===== src/rtl/maze_path_player.sv =====
// Replays a solved maze path: buffers 2-bit moves from the solver in a small FIFO
// and walks an (x, y) cursor over a 16x16 grid, one step every STEP_DIV clocks.
module maze_path_player #(
    parameter int START_X    = 0,
    parameter int START_Y    = 0,
    parameter int STEP_DIV   = 4,
    parameter int FIFO_DEPTH = 8
) (
    input  logic       clk,
    input  logic       rst,
    input  logic       done,
    input  logic       move_valid,
    input  logic [1:0] move,
    input  logic       move_last,
    input  logic       clear,
    output logic       run,
    output logic [3:0] x,
    output logic [3:0] y,
    output logic       step,
    output logic [7:0] steps,
    output logic       busy,
    output logic       complete,
    output logic       oob,
    output logic       overflow
);

    localparam int AW = (FIFO_DEPTH > 1) ? $clog2(FIFO_DEPTH) : 1;
    localparam int TW = (STEP_DIV > 1) ? $clog2(STEP_DIV) : 1;
    localparam logic [TW-1:0] TIMER_RELOAD = TW'(STEP_DIV - 1);
    localparam logic [AW:0]   FIFO_FULL    = (AW + 1)'(FIFO_DEPTH);
    localparam logic [3:0]    X0           = 4'(START_X);
    localparam logic [3:0]    Y0           = 4'(START_Y);

    typedef enum logic [1:0] {IDLE, RUN, DRAIN, FINISH} state_t;

    state_t          state_q, state_d;
    logic [1:0]      mem [FIFO_DEPTH];
    logic [AW-1:0]   wr_ptr, rd_ptr;
    logic [AW:0]     count;
    logic [TW-1:0]   timer;
    logic            last_seen;

    logic            pacing, fifo_empty, fifo_full;
    logic            push_req, push, pop, drop, arm;
    logic [8:0]      mv;

    // Returns {oob, new_x, new_y}; an off-grid target leaves the cursor in place.
    function automatic logic [8:0] apply_move(input logic [3:0] cx, input logic [3:0] cy,
                                              input logic [1:0] dir);
        logic signed [5:0] tx, ty;
        tx = signed'({2'b00, cx});
        ty = signed'({2'b00, cy});
        unique case (dir)
            2'b00: ty = ty - 6'sd1;
            2'b01: tx = tx + 6'sd1;
            2'b10: tx = tx - 6'sd1;
            2'b11: ty = ty + 6'sd1;
        endcase
        if (tx < 6'sd0 || tx > 6'sd15 || ty < 6'sd0 || ty > 6'sd15)
            return {1'b1, cx, cy};
        return {1'b0, tx[3:0], ty[3:0]};
    endfunction

    function automatic logic [7:0] sat_inc(input logic [7:0] v);
        return (v == 8'hFF) ? v : v + 8'd1;
    endfunction

    assign pacing     = (state_q == RUN) || (state_q == DRAIN);
    assign fifo_empty = (count == '0);
    assign fifo_full  = (count == FIFO_FULL);
    assign push_req   = move_valid && (state_q == RUN) && !clear;
    assign pop        = pacing && (timer == '0) && !fifo_empty && !clear;
    assign push       = push_req && (!fifo_full || pop);
    assign drop       = push_req && fifo_full && !pop;
    assign arm        = (state_q == IDLE) && done && !clear;
    assign mv         = apply_move(x, y, mem[rd_ptr]);

    always_comb begin
        state_d  = state_q;
        run      = (state_q == RUN);
        busy     = pacing;
        complete = (state_q == FINISH);
        if (clear) begin
            state_d = IDLE;
        end else begin
            unique case (state_q)
                IDLE:   if (done) state_d = RUN;
                RUN:    if (push_req && move_last) state_d = DRAIN;
                DRAIN:  if (fifo_empty && last_seen) state_d = FINISH;
                FINISH: state_d = FINISH;
            endcase
        end
    end

    always_ff @(posedge clk) begin
        if (push) mem[wr_ptr] <= move;
    end

    always_ff @(posedge clk) begin
        if (!rst) begin
            state_q   <= IDLE;
            wr_ptr    <= '0;
            rd_ptr    <= '0;
            count     <= '0;
            timer     <= '0;
            last_seen <= 1'b0;
            x         <= X0;
            y         <= Y0;
            steps     <= '0;
            step      <= 1'b0;
            oob       <= 1'b0;
            overflow  <= 1'b0;
        end else begin
            state_q <= state_d;
            step    <= pop;
            if (clear) begin
                // Flush the buffer but keep steps and sticky flags for inspection.
                wr_ptr <= '0;
                rd_ptr <= '0;
                count  <= '0;
                timer  <= '0;
                x      <= X0;
                y      <= Y0;
            end else if (arm) begin
                steps     <= '0;
                oob       <= 1'b0;
                overflow  <= 1'b0;
                last_seen <= 1'b0;
                timer     <= '0;
                x         <= X0;
                y         <= Y0;
            end else begin
                if (push) wr_ptr <= wr_ptr + AW'(1);
                if (pop)  rd_ptr <= rd_ptr + AW'(1);
                unique case ({push, pop})
                    2'b10:   count <= count + (AW + 1)'(1);
                    2'b01:   count <= count - (AW + 1)'(1);
                    default: count <= count;
                endcase
                if (drop) overflow <= 1'b1;
                if (push_req && move_last) last_seen <= 1'b1;
                if (pop) begin
                    oob   <= oob | mv[8];
                    x     <= mv[7:4];
                    y     <= mv[3:0];
                    steps <= sat_inc(steps);
                    timer <= TIMER_RELOAD;
                end else if (pacing && timer != '0) begin
                    timer <= timer - TW'(1);
                end
            end
        end
    end

endmodule


===== config.mk =====
export PLATFORM = sky130hd
export DESIGN_NAME = maze_path_player
export DESIGN_NICKNAME = d
export VERILOG_FILES = /design/src/rtl/maze_path_player.sv
export SDC_FILE = /design/constraint.sdc
export NUM_CORES = 1
export LEC_CHECK = 0
export ABC_AREA = 1
export BUFFER_PORTS_ARGS = -buffer_cell sky130_fd_sc_hd__buf_2
export CAP_MARGIN = 30
export CORE_MARGIN = 1
export CORE_UTILIZATION = 40
export CTS_CLUSTER_SIZE = 40
export DETAILED_ROUTE_END_ITERATION = 8
export PLACE_DENSITY = 0.71
export SLEW_MARGIN = 25
export SYNTH_ARGS = -nofsm -noshare
export SYNTH_HDL_FRONTEND = slang
export SYNTH_SLANG_ARGS = --single-unit

===== constraint.sdc =====
create_clock -name clk -period 2.5 [get_ports clk]
set_clock_uncertainty 0.2 [all_clocks]
set_input_delay 0.25 -clock clk [delete_from_list [all_inputs] [get_ports clk]]
set_output_delay 0.25 -clock clk [all_outputs]
set_load 0.01 [all_outputs]

# After elaboration in Yosys (flattened, before gate mapping)
# Memory sizes are Yosys's and may differ from the RTL's. A register that Yosys moved wholly into a read port is not among the register bits.
# Cells that the tools add are included.
# op_classes
eq_ne,15
add_sub_neg,10
mux,25
bitwise_logic,4
n_lt_le_gt_ge,4
reduce_logical,43
# op_table
op,n
2-to-1 mux 8 bit,3
one-hot mux 6 bit (2 select lines),2
2-to-1 mux 9 bit,2
AND reduction 2 bit,7
logical AND 1 bit,13
"greater-than comparator 6 x 5 -> 1 bit, second input constant",2
"< comparator 6 x 1 -> 1 bit, second input constant",2
nonzero test 2 bit,6
"adder 4 x 1 -> 5 bit, second input constant",2
"equality test 2 bit, second input constant",5
2-to-1 mux 2 bit,5
"subtractor 4 x 1 -> 5 bit, second input constant",2
2-to-1 mux 1 bit,9
"adder 8 x 1 -> 8 bit, second input constant",1
"equality test 8 bit, second input constant",1
one-hot mux 2 bit (4 select lines),1
one-hot mux 4 bit (2 select lines),1
"adder 3 x 1 -> 3 bit, second input constant",2
"equality test 2 x 1 -> 1 bit, second input constant",3
logical NOT 2 bit,3
2-to-1 mux 3 bit,2
"inequality test 2 bit, second input constant",3
AND reduction 3 bit,2
logical OR 1 bit,5
11 further kinds,17
# word_totals
input_bits,8
n_memories,1
out_inout_bits,22
ramBits,16
ff_bits,34
# mem_list
name,depth,word_bits,rd,rd_ports_with_merged_regs,wr,line,text
mem,8,2,1,1,1,37,logic [1:0] mem [FIFO_DEPTH];

# Depth between registers and ports, before layout
# logic_depth
word_depth,11
ltp_mapped,16
ltp_nobuf,15

# Worst setup path after synthesis
# No wires, ideal clock.
# synth_timing
path_kind,register -> register
start,reg (tool-made name)
end,reg y[1]
slack_ps,25
n_path_buf,1
stages_incl_launch_ff,17
setup_ps,114
arrival_ps,2161
t_required_ps,2186
synth_period_minus_slack_ps,2475
path_cell_list,dfxtp_1 buf_2 inv_1 nor2_1 o22ai_1 inv_1 o21ai_0 inv_1 ha_1 inv_1 nand3_1 nor2_1 nor2_4 nand4_2 nand2_1 nand2_1 nor2_1
# synth_lines
element,line,text
"end signal, assigned",145,y <= mv[3:0];
"end, declared",18,"output logic [3:0] y,"

==> run_results.csv <==
group,metric,value,unit
global_routing,antenna_found_initial,0,
placement,numPlacedInstances,506,
sta,min_period_over_period,92.6,%
setup_path,slowest_stage,"dfxtp_4",
floorplanning,fp.dieH,87.4,microns
pwr,p_total,1600,uW
global_routing,grt_pass1_wl,9960,microns
setup_path,path_max_fanout,9,
sta,worst_pin_slew,0.356,ns
setup_path,cp_top_family,"simple AND/OR/NAND/NOR gates",
synth,synthesis.area,2920,sq um
synth,synthCells,374,
cells_and_area,fin_cells,521,
cells_and_area,final_cell_area,3490,sq um
outcome,status,"finished clean",
placement,post-place-ws,-0.0551,ns
floorplanning,core_area,6910,sq um
floorplanning,num_io_pins,30,
placement,numPortBuffers,29,
synth,ys_seq_elements,53,
setup_path,ff2ff_setup_slack,0.19,ns
clocking,htreeDepth,2,
setup_path,crit_type,"register to register",
sta,fin_ws,0.186,ns
clocking,cts_made_buffers,5,
sta,finalHoldViolCount,0,
routing,drt_wl_total,6090,microns
synth,syn_avg_cell_area,7.81,sq um
clocking,clkLatencyLatePin,0.31,ns
cells_and_area,diodes,0,
routing,drc,0,
pwr,p_leak,0.00153,uW
routing,drt_iter0_drc,118,
synth,syn_nets,401,
synth,ys_types,35,
sta,slew_headroom,76.2,%
pwr,p_per_area,457,nW/um^2
setup_path,start_kind,"register",
sta,tns,0,ns
pwr,ir_worst_vdd,0.239,mV
clocking,cts_tree,"yes",
synth,yosys_warnings,0,
placement,routabilityCongestion,0.845,
sta,finalSetupViolations,0,
floorplanning,row_count,30,
routing,ant_nets,0,
cells_and_area,drive_gt1_share,21.6,%
clocking,cts_buffer_depth,2,
clocking,clock-sinks,53,
sta,final.min_clock_period,2.31,ns
placement,hpwl,4530,microns
setup_path,crit_top_cell,"inv_1",
global_routing,grt_pass1_vias,2314,
placement,place_area,3240,sq um
cells_and_area,final_nets,451,
hold_path,hold_class,"primary input to register",
floorplanning,dieWidth,87.4,microns
routing,viasPerCell,4.86,
global_routing,track_usage,16.5,%
setup_path,max_stage_delay,0.39,ns
sta,drv_slew,0,
clocking,ctsRootBufferMaster,"clkbuf_8",
setup_path,cp-end-kind,"register",
routing,num_vias,2533,
global_routing,grt_max_degree,19,
synth,yosysSeqAreaShare,41.8,%
cells_and_area,areaGrowthSynthToFinish,19.6,%
setup_path,arrival,2.37,ns
global_routing,grt_overflow,0,
setup_path,worstPathRequired,2.55,ns
job,maxCapViolCount,0,
setup_path,critPathBufInv,4,
sta,timing.fmax,432,MHz
routing,wl_per_cell,11.7,microns
floorplanning,start_util,42.3,%
floorplanning,die_area,7650,sq um
routing,drtPass1Iterations,4,
setup_path,crit_chain,"inv_2 > nor2_1 > o22ai_1 > inv_1 > o21ai_2 > inv_1 > ha_4 > inv_1 > nand3_1 > nor2_2 > nor2_4 > nand4_4 > nand2_1 > nand2_1 > nor2_1",
clocking,cts.clk_slew.worst_paths,0.10,ns
==> cell type report <==
cell class,instances,area (sq um)
fillers,697,3410
multi-input cells,268,1560
flip-flops and latches,53,1230
repair buffers,46,275
inverters,50,190
well taps,96,120
clock buffers,5,68.8
clock inverters,3,47.5
==> through the flow <==
step | utilization (%) | hold WS (ns)
2_1_floorplan | - | 0.149
3_3_place_gp | 46.9 | 0.258
3_5_place_dp | 46.9 | 0.261
4_1_cts | 48.8 | 0.00242
5_1_grt | 50.6 | 0.0243
6_report | 50.6 | 0.00589
==> sequential cells by signal (all words and copies together), names as in the netlist, named ones only <==
register,count
state_q,2
count,4
overflow,1
rd_ptr,3
last_seen,1
oob,1
steps,8
wr_ptr,3
x,4
timer,2
mem,16
step,1
y,4
==> power by group <==
part           internal [uW]  leakage (uW)  switching [uW]
sequential               886      0.000444            2.24
combinational           37.3       0.00103            68.0
clock                    306     0.0000591             297
total                   1230       0.00153             367
==> per-layer routing <==
metal / GRT usage (%) / wire length [microns]
met3: 3.22 / 169
met4: 4.47 / 93
met2: 28.8 / 3030
met5: 0 / 0
met1: 20.7 / 2800
==> final timing paths <==
check | startpoint | to | cells past startpoint
min reg2reg | overflow | overflow | 2
min | move[0] | mem[2][0] | 1
max reg2reg | register | y[1] | 15
max | register | y[1] | 15
==> logic make-up after synthesis <==
logic type                 count (synthesis)  synth area share, %
and+or+nand+nor                          174                 27.0
DFF                                       53                 41.8
xor gates and xnor gates                   5                 1.50
muxes                                      6                 2.14
AOI/OAI and AO/OA                         64                 12.0
buffers and inverters                     53                 7.16
adders and majority gates                 19                 8.40
==> Yosys cell counts <==
cell type  count  area (sq um)
inv_2          4          15.0
nand3_1       22           110
fa_1           1          20.0
nor2_4         3          33.8
o211ai_1       1          7.51
a21o_1         2          15.0
buf_6          1          11.3
o21ai_0       25           125
o211ai_2       1          12.5
o21ai_1        1          5.00
nand2_1       79           297
nand4_2        2          25.0
nor2_2         2          12.5
a21oi_2        1          8.76
buf_2          2          10.0
a21oi_1       26           130
nand4_1        7          43.8
mux2_2         2          22.5
edfxtp_1      16           480
mux2i_1        4          40.0
nor2_1        50           188
nand2_2        4          25.0
inv_1         46           173
or2_2          1          6.26
a21boi_0       1          7.51
a31oi_1        1          6.26
nand3_2        2          20.0
o31ai_1        1          7.51
nor3_4         1          16.3
nand2_4        1          11.3
xor2_1         4          35.0
xnor2_1        1          8.76
ha_1          18           225
dfxtp_1       37           741
o22ai_1        4          25.0
==> timing repair <==
item	CTS	global route
gates resized for setup	1	23
setup buffers	0	6
hold endpoints to repair	1	0
hold buffers	1	0
endpoints found under the setup margin	6	10
pin swaps	0	7
==> cells in the final DEF, fill, tap and decap left out, types with 5 or more instances in the layout <==
master    count
nand3_1      19
nand4_1       7
nor2_1       47
dfxtp_1      33
inv_1        44
buf_4        16
inv_2         5
ha_1         17
buf_2        29
nand2_1      79
clkbuf_8      5
a21oi_1      26
edfxtp_1     16
o21ai_0      22
(Power assumes the default switching activity.)
